$ cat src/rtl/instr_fetch.sv
`default_nettype none
// ============================================================================
// Module   : instr_fetch
// Brief    : PC + credit-gated memory requests feeding a {pc, instr} FIFO.
// Revision : 1.0 - initial release
// ============================================================================
module instr_fetch #(
  parameter logic [31:0] RESET_PC = 32'h0000_0000,
  parameter int          DEPTH    = 2
) (
  input  logic        clk,
  input  logic        rst,
  output logic [31:0] iaddr,
  output logic        cs_n,
  input  logic [31:0] instrCode,
  input  logic        redirect_valid,
  input  logic [31:0] redirect_pc,
  output logic        if_valid,
  input  logic        if_ready,
  output logic [31:0] if_instr,
  output logic [31:0] if_pc,
  output logic        misalign
);

  localparam int               PTR_W      = $clog2(DEPTH);
  localparam int               CNT_W      = $clog2(DEPTH + 1);
  localparam logic [PTR_W-1:0] C_LAST_PTR = PTR_W'(DEPTH - 1);
  localparam logic [CNT_W:0]   C_DEPTH    = (CNT_W + 1)'(DEPTH);

  logic [31:0]      r_pc;
  logic             r_inflight;
  logic [CNT_W-1:0] r_count;
  logic [PTR_W-1:0] r_rd_ptr;
  logic [PTR_W-1:0] r_wr_ptr;
  logic             r_misalign;
  logic [31:0]      r_q_pc    [DEPTH];
  logic [31:0]      r_q_instr [DEPTH];

  logic             w_pop;
  logic             w_push;
  logic             w_issue;
  logic [CNT_W:0]   w_occupancy;

  function automatic logic [PTR_W-1:0] ptr_next(input logic [PTR_W-1:0] p);
    return (p == C_LAST_PTR) ? '0 : p + PTR_W'(1);
  endfunction

  assign w_pop       = if_valid & if_ready;
  assign w_push      = r_inflight & ~redirect_valid;
  // Credit counts the in-flight word as already occupying a slot.
  assign w_occupancy = {1'b0, r_count} + {{CNT_W{1'b0}}, r_inflight}
                     - {{CNT_W{1'b0}}, w_pop};
  assign w_issue     = rst & ~redirect_valid & (w_occupancy < C_DEPTH);

  assign cs_n     = ~w_issue;
  assign iaddr    = r_pc;
  assign if_valid = (r_count != '0);
  assign if_pc    = if_valid ? r_q_pc[r_rd_ptr]    : 32'd0;
  assign if_instr = if_valid ? r_q_instr[r_rd_ptr] : 32'd0;
  assign misalign = r_misalign;

  always_ff @(posedge clk or negedge rst) begin
    if (!rst) begin
      r_pc       <= RESET_PC;
      r_inflight <= 1'b0;
      r_count    <= '0;
      r_rd_ptr   <= '0;
      r_wr_ptr   <= '0;
      r_misalign <= 1'b0;
    end else if (redirect_valid) begin
      r_pc       <= {redirect_pc[31:2], 2'b00};
      r_inflight <= 1'b0;
      r_count    <= '0;
      r_rd_ptr   <= '0;
      r_wr_ptr   <= '0;
      if (redirect_pc[1:0] != 2'b00) begin
        r_misalign <= 1'b1;
      end
    end else begin
      if (w_issue) begin
        r_pc <= r_pc + 32'd4;
      end
      r_inflight <= w_issue;
      if (w_push) begin
        r_wr_ptr <= ptr_next(r_wr_ptr);
      end
      if (w_pop) begin
        r_rd_ptr <= ptr_next(r_rd_ptr);
      end
      if (w_push && !w_pop) begin
        r_count <= r_count + CNT_W'(1);
      end else if (w_pop && !w_push) begin
        r_count <= r_count - CNT_W'(1);
      end
    end
  end

  // r_pc has already advanced past the word being returned.
  always_ff @(posedge clk) begin
    if (w_push) begin
      r_q_pc[r_wr_ptr]    <= r_pc - 32'd4;
      r_q_instr[r_wr_ptr] <= instrCode;
    end
  end

endmodule
`default_nettype wire
$ cat config.mk
export PLATFORM = sky130hd
export DESIGN_NAME = instr_fetch
export DESIGN_NICKNAME = d
export VERILOG_FILES = /design/src/rtl/instr_fetch.sv
export SDC_FILE = /design/constraint.sdc
export NUM_CORES = 1
export LEC_CHECK = 0
export CAP_MARGIN = 25
export CORE_MARGIN = 2
export CORE_UTILIZATION = 54
export CTS_CLUSTER_SIZE = 10
export DETAILED_ROUTE_END_ITERATION = 7
export GPL_TIMING_DRIVEN = 0
export PLACE_DENSITY_LB_ADDON = 0.2
export SLEW_MARGIN = 20
export SYNTH_ARGS = -nofsm -noshare
export SYNTH_HDL_FRONTEND = slang
export SYNTH_SLANG_ARGS = --single-unit
$ cat constraint.sdc
create_clock -name clk -period 11.6 [get_ports clk]
set_input_delay 2.32 -clock clk [delete_from_list [all_inputs] [get_ports clk]]
set_output_delay 2.32 -clock clk [all_outputs]
set_load 0.005 [all_outputs]
# Yosys cells after proc, flatten, opt, wreduce, memory -nomap -nowiden
# Memories as Yosys holds them, arrays and structs flattened.
# Cells that the tools add are included.
[word_totals]
n_memories = 2
ff_bits = 38
out_inout_bits = 99
wordCells = 50
inputBits = 68
ram_bits = 128
[op_classes]
n_bitwise = 6
n_mux = 16
order_cmp = 1
add_sub_neg = 8
reduce_logical = 11
[memory_table]
columns = ["memory", "depth", "word_bits", "read_ports", "rd_clocked_by_memory_dff", "wr", "line", "source"]
rows = [
  ["r_q_instr", 2, 32, 1, 0, 1, "37", "logic [31:0] r_q_instr [DEPTH];"],
  ["r_q_pc", 2, 32, 1, 0, 1, "36", "logic [31:0] r_q_pc [DEPTH];"],
]
[ops]
columns = ["cell", "count"]
rows = [
  ["two-way mux 32 bit", 4],
  ["adder 32 x 3 -> 32 bit (second input constant)", 1],
  ["subtractor 32 x 3 -> 32 bit (second input constant)", 1],
  ["nonzero test 2 bit", 5],
  ["two-way mux 1 bit", 9],
  ["two-way mux 2 bit", 3],
  ["AND 1 bit", 4],
  ["adder 2 x 1 -> 3 bit", 1],
  ["< comparator 3 x 2 -> 1 bit (second input constant)", 1],
  ["nonzero test 3 bit", 1],
  ["subtractor 3 x 1 -> 3 bit", 1],
  ["adder 1 bit (second input constant)", 2],
  ["adder 2 x 1 -> 2 bit (second input constant)", 1],
  ["logical AND 1 bit", 2],
  ["logical NOT 1 bit", 2],
  ["NOT 1 bit", 2],
  ["AND reduction 2 bit", 1],
  ["subtractor 2 x 1 -> 2 bit (second input constant)", 1],
]

# Longest topological paths before layout
# Gate-level depths: netlist of the first run.
[logic_depth]
ltp_word = 7
ltp_mapped = 11
ltp_nobuf = 10

# Worst setup path before layout of the first run
# OpenSTA, ideal clock, no wires.
[synth_timing]
path_type = "in2reg"
from = "in redirect_valid"
to = "mem r_q_instr[0][0], enable pin"
setup_ns = 0.571
required_ns = 11.029
path_stages = 4
arrival_ns = 7.460
path_buffers = 3
path_slack_ns = 3.568
path_cell_list = "clkbuf_1 -> clkbuf_1 -> clkbuf_1 -> nor3b_1"
[synth_via]
elab_chain_len = 4
[synth_lines]
columns = ["item", "line", "source"]
rows = [
  ["from (decl)", "16", "input logic redirect_valid,"],
  ["NOT 1 bit", "49", "assign w_push = r_inflight & ~redirect_valid;"],
  ["AND 1 bit", "49", ""],
  ["two-way mux 1 bit", "100", "if (w_push) begin"],
  ["two-way mux 1 bit (not written as such)", "102", "r_q_instr[r_wr_ptr] <= instrCode;"],
  ["to (decl)", "37", ""],
]
# Every way passes these cells.

# Worst setup path in the final report of the first run
[layout_timing]
from = "in if_ready"
to = "out cs_n"
[layout_via]
elab_chain_len = 5
[layout_lines]
columns = ["item", "line", "source"]
rows = [
  ["from (decl)", "19", "input logic if_ready,"],
  ["AND 1 bit", "48", "assign w_pop = if_valid & if_ready;"],
  ["subtractor 3 x 1 -> 3 bit", "52", "- {{CNT_W{1'b0}}, w_pop};"],
  ["< comparator 3 x 2 -> 1 bit", "53", "assign w_issue = rst & ~redirect_valid & (w_occupancy < C_DEPTH);"],
  ["AND 1 bit", "53", ""],
  ["NOT 1 bit", "55", "assign cs_n = ~w_issue;"],
  ["to (decl)", "14", "output logic cs_n,"],
]
# Every way passes these cells.

==> results of run 1 <==
metrics by stage:
stage | cell area [sq um] | hold WS (ns) | power [W]
after floorplan | 7310 | 0.459 | 0.000770
after global placement | 9150 | 0.452 | 0.000866
after detailed placement | 9250 | 0.455 | 0.000874
after CTS | 9860 | 0.473 | 0.00145
after global routing | 9860 | 0.510 | 0.00149
final | 9860 | 0.475 | 0.00144
area by class of cell:
type	instances	area, sq um	share of cell area [%]
inverters	12	45.0	0.457
flip-flops and latches	160	4620	46.9
plain buffers	46	198	2.00
clock buffers	21	450	4.57
multi-input cells	380	2460	24.9
clock inverters	11	163	1.65
well taps	176	220	2.23
repair buffers	170	1710	17.3
sequential cells by signal, summed over array words and instances (netlist names):
signal / flops
r_inflight: 1
r_q_instr: 64
misalign: 1
r_rd_ptr: 1
r_q_pc: 60
r_wr_ptr: 1
r_count: 2
iaddr: 30
cell families (layout without fill, tap and decap cells):
group	count (synthesis)	in the layout	synth area share, %
AOI/OAI and AO/OA	65	65	6.13
xor gates and xnor gates	32	32	3.84
adders and majority gates	3	3	0.617
buffers and inverters	58	260	3.32
DFF	160	160	63.3
muxes	68	68	9.34
other	1	4	0.0514
and+or+nand+nor	208	208	13.4
critical path, cell delays in order:
cell and delay, ns:
sky130_fd_sc_hd__clkdlybuf4s50_1 0.57, sky130_fd_sc_hd__nand2_1 0.10, sky130_fd_sc_hd__mux2i_1 0.21, sky130_fd_sc_hd__nand2_1 0.10, sky130_fd_sc_hd__fa_1 0.39, sky130_fd_sc_hd__xor2_1 0.29
sky130_fd_sc_hd__nor2_1 0.20, sky130_fd_sc_hd__inv_1 0.12, sky130_fd_sc_hd__clkbuf_1 0.45, sky130_fd_sc_hd__clkdlybuf4s50_1 0.61
power by group:
| group | switching [W] | leakage (nW) | total (W) | internal [W] |
|---|---|---|---|---|
| Clock | 0.000214 | 0.294 | 0.000579 | 0.000364 |
| Sequential | 0.0000200 | 1.57 | 0.000670 | 0.000650 |
| Combinational | 0.0000950 | 1.58 | 0.000194 | 0.0000991 |
how the worst max path moves through the flow:
stage	from	endpoint	cells past startpoint
2_1_floorplan	redirect_valid	r_q_instr[0][0]	4
3_3_place_gp	redirect_valid	r_q_pc[0][3]	4
3_5_place_dp	if_ready	cs_n	10
4_1_cts	if_ready	cs_n	10
5_1_grt	if_ready	cs_n	10
6_report	if_ready	cs_n	10
layout by cell type (no fill, tap or decap), drive strengths merged, types with 4 or more instances in the layout:
cell type / n
conb: 4
a21oi: 6
nand4: 12
xnor2: 13
edfxtp: 124
and3: 4
dfrtp: 36
xor2: 19
bufinv: 4
clkinv: 5
nand3: 19
clkbuf: 57
nor3: 10
nand2b: 4
nor2: 91
o211ai: 8
nor4: 12
buf: 20
clkdlybuf4s50: 160
a221o: 6
inv: 12
o21ai: 19
a31oi: 5
nand2: 38
o311ai: 4
mux2i: 67
metal layers:
metal | vias to the layer above | GRT usage, %
met2 | 221 | 40.0
met4 | 0 | 9.45
met3 | 35 | 4.72
met1 | 2623 | 29.8
li1 | 2552 | -
met5 | - | 0
==> results.md, run 1 <==
- Outcome: finished clean
- Async set or reset register ratio after synthesis: ~23%
- Aggregate global routing overflow: 0
- Via count of the first global-routing pass: between 5000 and 6000
- Hold WC Path Type: reg2reg
- Worst VDD drop: roughly 84 uV
- Post-Place Worst Slack: slightly above 4 ns
- Weighted congestion at the end of routability-driven global placement: roughly 0.9
- Final wirelength: 17.0 mm
- Input/output buffers: around 160
- Horizontal die dimension: 120 um
- Gate count after technology mapping: roughly 600
- Max Clock Freq: around 130 MHz
- Reg-to-reg slack, setup: between 8 and 9 ns
- GRT Resource Usage Total: between 20% and 30%
- RSZ-0062 raised after global routing: false
- Clock latency reported for the late side of the worst-skew pair: ~0.42 ns
- Antenna-violating nets left: 0
- Area growth syn-to-layout: 35.1%
- Met1 layer wirelength in the final routing: roughly 6.9 mm
- Top Layer Used: met4
- EDFF count, synth: approximately 120
- DR pass1 iterations: 5
- Req. time, crit path: about 9.3 ns
- Final total negative setup slack: 0 ns
- Drt via density: ~5.6
- Final WS setup: roughly 3.9 ns
- CTS tree: done
- Drt initial violations: 420
- Number of maximum-capacitance constraint violations: 0
- Core Util, Final: between 70% and 80%
- Dominant synthesized flop cell: sky130_fd_sc_hd__edfxtp_1
- Clock slew seen by the registers of the worst setup and hold paths: 0.06 ns
- Synth Cell Area: 7300 sq um
- Post-synthesis sequential area ratio: a little over three fifths
- Leading post-synthesis cells by cell area: sky130_fd_sc_hd__edfxtp_1, sky130_fd_sc_hd__dfrtp_1, sky130_fd_sc_hd__mux2i_1
- Drt drc: 0
- Hold-critical path depth: 1
- Chip Height: 120 um
- Kind of launch point of the worst setup path: input pin
- Post-detailed-route wirelength per cell: roughly 17 um
- Total Die Area: around 14000 sq um
- CTS sink count: 160
- Final critical delay including setup and external delays: ~7.7 ns
- Data arrival, critical path: about 5.4 ns
- Worst Setup Path Type: in2out
- Resized Gates After CTS: 0
- Number of standard cells in the final layout excluding fillers: 976
- Leading cell types by count after synthesis: sky130_fd_sc_hd__edfxtp_1, sky130_fd_sc_hd__nor2_1, sky130_fd_sc_hd__mux2i_1, sky130_fd_sc_hd__nand2_1, sky130_fd_sc_hd__dfrtp_1
- Inst Count DP: between 900 and 1000
- Cell taking the most area after synthesis: sky130_fd_sc_hd__edfxtp_1
- # rows: 42
- Routed length on met2: between 8 and 9 mm
- Wire length of the first global-routing pass: 26.3 mm
- Nets: between 800 and 900
- Final setup viols: 0
- Hold Path Origin: misalign
- Worst Clk Skew: approximately 0.0072 ns
- Register bit total from synthesis: 160
- Starting density of the core: between 50% and 60%
- CTS Buf Count: 17
- Fraction of post-synthesis cell area in the top cell type by area: between 50% and 60%
- # Post-CTS Setup Buffers: 0
- Final HPWL DP: around 12 mm
- Worst r2r src: r_count[1]
- Post-Syn Area per Cell: ~12 sq um
- Slew headroom: between 20% and 30%
- Routed wire length on met3: around 1.2 mm
- Top-level port count: about 170
- Number of cell instances on the worst register-to-register path: 10
- Count of final hold-check violations: 0
- Filler Cell Count: around 900
- Root buf cell: sky130_fd_sc_hd__clkbuf_16
- Final cycle utilization of the critical path: between 60% and 70%
- Worst hold path endpoint: misalign
- Synth cell types: just over 50
- Worst-case clock buffer depth: 2
- Max H-tree Level: 4
- Area of the core: roughly 13000 sq um
- Category of the worst setup path capture point: primary output
- Pin slew with the least headroom to its limit: roughly 1.1 ns
- Largest driver fanout on the critical path: 10
- Leakage: 3.44 nW
- Number of antenna violations at the first check in global routing: 0
- Number of diodes: 0
- Most numerous cell in the Yosys netlist: sky130_fd_sc_hd__edfxtp_1
- Largest net degree at the start of global routing: 41
- Power density of the placed cells: about 150 nW/um^2
- # hold bufs at CTS: 0
- Capturing point of the worst reg2reg path: iaddr[14]
- Total number of vias: around 5400
- Final Slew Violations: 0
- Synth Warn #: 0
- Share of cells above drive strength 1: 7.63%
(Power assumes the default switching activity.)
==> run 2: changes to the inputs <==
CORE_UTILIZATION = 46   (was 54)
clock period = 6.95 ns   (was 11.6 ns; I/O delays follow)
==> results.md, run 2 (synthesized netlist as in run 1, its figures left out) <==
- Drt drc: 0 (unchanged)
- CTS Buf Count: 17 (unchanged)
- RSZ-0062 raised after global routing: false (unchanged)
- Worst-case clock buffer depth: 2 (unchanged)
- Max Clock Freq: between 150 and 200 MHz
- Final WS setup: 1.13 ns (was 3.91 ns)
- Chip Height: 130 um (was 120 um)
- Worst Clk Skew: 0.00989 ns (was 0.00717 ns)
- Hold-critical path depth: 1 (unchanged)
- Final Slew Violations: 0 (unchanged)
- Delay of the slowest cell on the worst path: 0.60 ns (was 0.61 ns)
- GRT Resource Usage Total: 20.2% (was 23.6%)
- Final HPWL DP: 12.2 mm (was 12.1 mm)
- Number of maximum-capacitance constraint violations: 0 (unchanged)
- Worst Setup Path Type: in2out (unchanged)
- Starting density of the core: 46.5% (was 55.1%)
- Final setup viols: 0 (unchanged)
- Largest register by flop count: r_q_instr (unchanged)
- Number of antenna violations at the first check in global routing: 0 (unchanged)
- Category of cells accounting for the largest share of critical-path delay: buffers and inverters (unchanged)
- Drt via density: 5.25 (was 5.56)
- Nets: 855 (was 858)
- Reg-to-reg slack, setup: 3.83 ns (was 8.53 ns)
- Area growth syn-to-layout: 35.2% (was 35.1%)
- Drt initial violations: 283 (was 420)
- Power density of the placed cells: 235 nW/um^2 (was 146 nW/um^2)
- Worst VDD drop: 175 uV (was 84.3 uV)
- Count of final hold-check violations: 0 (unchanged)
- Input/output buffers: 161 (unchanged)
- Number of diodes: 0 (unchanged)
- Leakage: 3.39 nW (was 3.44 nW)
- Core Util, Final: 62.9% (was 74.5%)
- Switching part of the total: 24.1% (was 22.8%)
- Aggregate global routing overflow: 0 (unchanged)
- Share of cells above drive strength 1: 7.53% (was 7.63%)
- Final critical delay including setup and external delays: approximately 5.8 ns
- Relative contribution of the clock network to total power: 38.0% (was 40.1%)
- Filler Cell Count: 1237 (was 922)
- Category of the worst setup path capture point: primary output (unchanged)
- Top-level port count: 167 (unchanged)
- Resized Gates After CTS: 0 (unchanged)
- Clock slew seen by the registers of the worst setup and hold paths: 0.06 ns (about the same)
- Register cell area after layout: 4620 sq um (unchanged)
- Multi-input logic area: 2460 sq um (about the same)
- Hold WC Path Type: reg2reg (unchanged)
- Outcome: finished clean (unchanged)
- CTS tree: done (unchanged)
- Final total negative setup slack: 0 ns (unchanged)
- Horizontal die dimension: 130 um (was 120 um)
- Final wirelength: 17.0 mm (about the same)
- # Post-CTS Setup Buffers: 0 (unchanged)
- Clock latency reported for the late side of the worst-skew pair: 0.42 ns (about the same)
- Pin slew with the least headroom to its limit: 0.950 ns (was 1.05 ns)
- Kind of launch point of the worst setup path: input pin (unchanged)
- Pint: 0.00176 W (was 0.00111 W)
- Data arrival, critical path: 4.43 ns (was 5.37 ns)
- Via count of the first global-routing pass: 5108 (was 5313)
- Wire length of the first global-routing pass: 25.8 mm (was 26.3 mm)
- CTS sink count: 160 (unchanged)
- Total Die Area: 16900 sq um (was 14500 sq um)
- Flip-flop count of the largest register after layout: 64 (unchanged)
- Slew headroom: 36.4% (was 29.7%)
- Largest net degree at the start of global routing: 46 (was 41)
- Sequential cell fraction of total power: 48.1% (was 46.4%)
- Number of buffer and inverter instances along the worst setup path: 4 (unchanged)
- Max H-tree Level: 4 (unchanged)
- Fin Hold WS: 0.472 ns (was 0.475 ns)
- Req. time, crit path: 5.56 ns (was 9.28 ns)
- Final cycle utilization of the critical path: approximately 84%
- Root buf cell: sky130_fd_sc_hd__clkbuf_16 (unchanged)
- Ordered list of cells on the worst path: clkdlybuf4s50_1 -> nand2_1 -> mux2i_1 -> nand2_1 -> fa_1 -> xor2_1 -> nor2_1 -> inv_1 -> clkbuf_1 -> clkdlybuf4s50_1 (unchanged)
- Most frequent cells in the layout: sky130_fd_sc_hd__clkdlybuf4s50_1, sky130_fd_sc_hd__edfxtp_1, sky130_fd_sc_hd__nor2_1, sky130_fd_sc_hd__mux2i_1, sky130_fd_sc_hd__nand2_1 (unchanged)
- Fraction of power consumed by combinational cells: 13.9% (was 13.5%)
- Post-detailed-route wirelength per cell: 16.8 um (was 17.4 um)
- # hold bufs at CTS: 0 (unchanged)
- Total number of vias: 5315 (was 5431)
- Area of the core: 15700 sq um (was 13200 sq um)
- Number of cell instances on the worst register-to-register path: 10 (unchanged)
- Slowest cell on the critical path: sky130_fd_sc_hd__clkdlybuf4s50_1 (unchanged)
- Antenna-violating nets left: 0 (unchanged)
- Post-Place Worst Slack: 1.23 ns (was 4.02 ns)
- Weighted congestion at the end of routability-driven global placement: 0.859 (was 0.891)
- # rows: 46 (was 42)
- Largest driver fanout on the critical path: 10 (unchanged)
- Net switching component of the power: 0.000559 W (was 0.000329 W)
- DR pass1 iterations: 5 (unchanged)
- Most frequent standard cell in the layout excluding fill and tap cells: sky130_fd_sc_hd__clkdlybuf4s50_1 (unchanged)
- Logic depth of the worst setup path including buffers: 10 (unchanged)
## run 2: cell count changes in the layout (fill, tap and decap cells not counted), sizes merged
cell	previous run	this run
clkinvlp	2	7
buf	20	17
bufinv	4	1
clkinv	5	2
inv	12	13
## run 2: layer usage
| layer | global-route usage (%) | part of all wire (%) | vias to the layer above |
|---|---|---|---|
| li1 | - | - | 2545 |
| met1 | 26.0 | 43 | 2579 |
| met2 | 33.8 | 50 | 171 |
| met3 | 3.85 | 5.0 | 20 |
| met4 | 8.03 | 1.9 | 0 |
| met5 | 0 | 0 | - |
## run 2: final timing paths
check	from	endpoint
max	if_ready	cs_n
min	misalign	misalign
max reg2reg	r_count[1]	iaddr[12]
min reg2reg	misalign	misalign
max in group asynchronous	rst	iaddr[11]
min in group asynchronous	rst	iaddr[6]
## run 2: power groups by stage
stage / Combinational (W) / Clock (W) / Sequential (W)
after detailed placement: 0.000324 / 0 / 0.00114
final: 0.000323 / 0.000882 / 0.00112
after floorplan: 0.000154 / 0 / 0.00113
after global routing: 0.000354 / 0.000935 / 0.00112
after global placement: 0.000312 / 0 / 0.00114
after CTS: 0.000327 / 0.000896 / 0.00112
## run 2: stage by stage
stage / total power [W] / instance area, sq um / cells
after floorplan: 0.00128 / 7320 / 598
after global routing: 0.00241 / 9880 / 1013
after CTS: 0.00234 / 9880 / 1013
after detailed placement: 0.00146 / 9310 / 981
final: 0.00232 / 9880 / 1013
after global placement: 0.00145 / 9200 / 975
## run 2: final cells by class
cell class                      instances  area share (%)
Timing Repair Buffer                  167            17.3
Tap cell                              216            2.74
Clock buffer                           21            4.66
Sequential cell                       160            46.8
Buffer                                 46            2.00
Inverter                               12           0.456
Multi-Input combinational cell        380            24.9
Clock inverter                         11            1.10
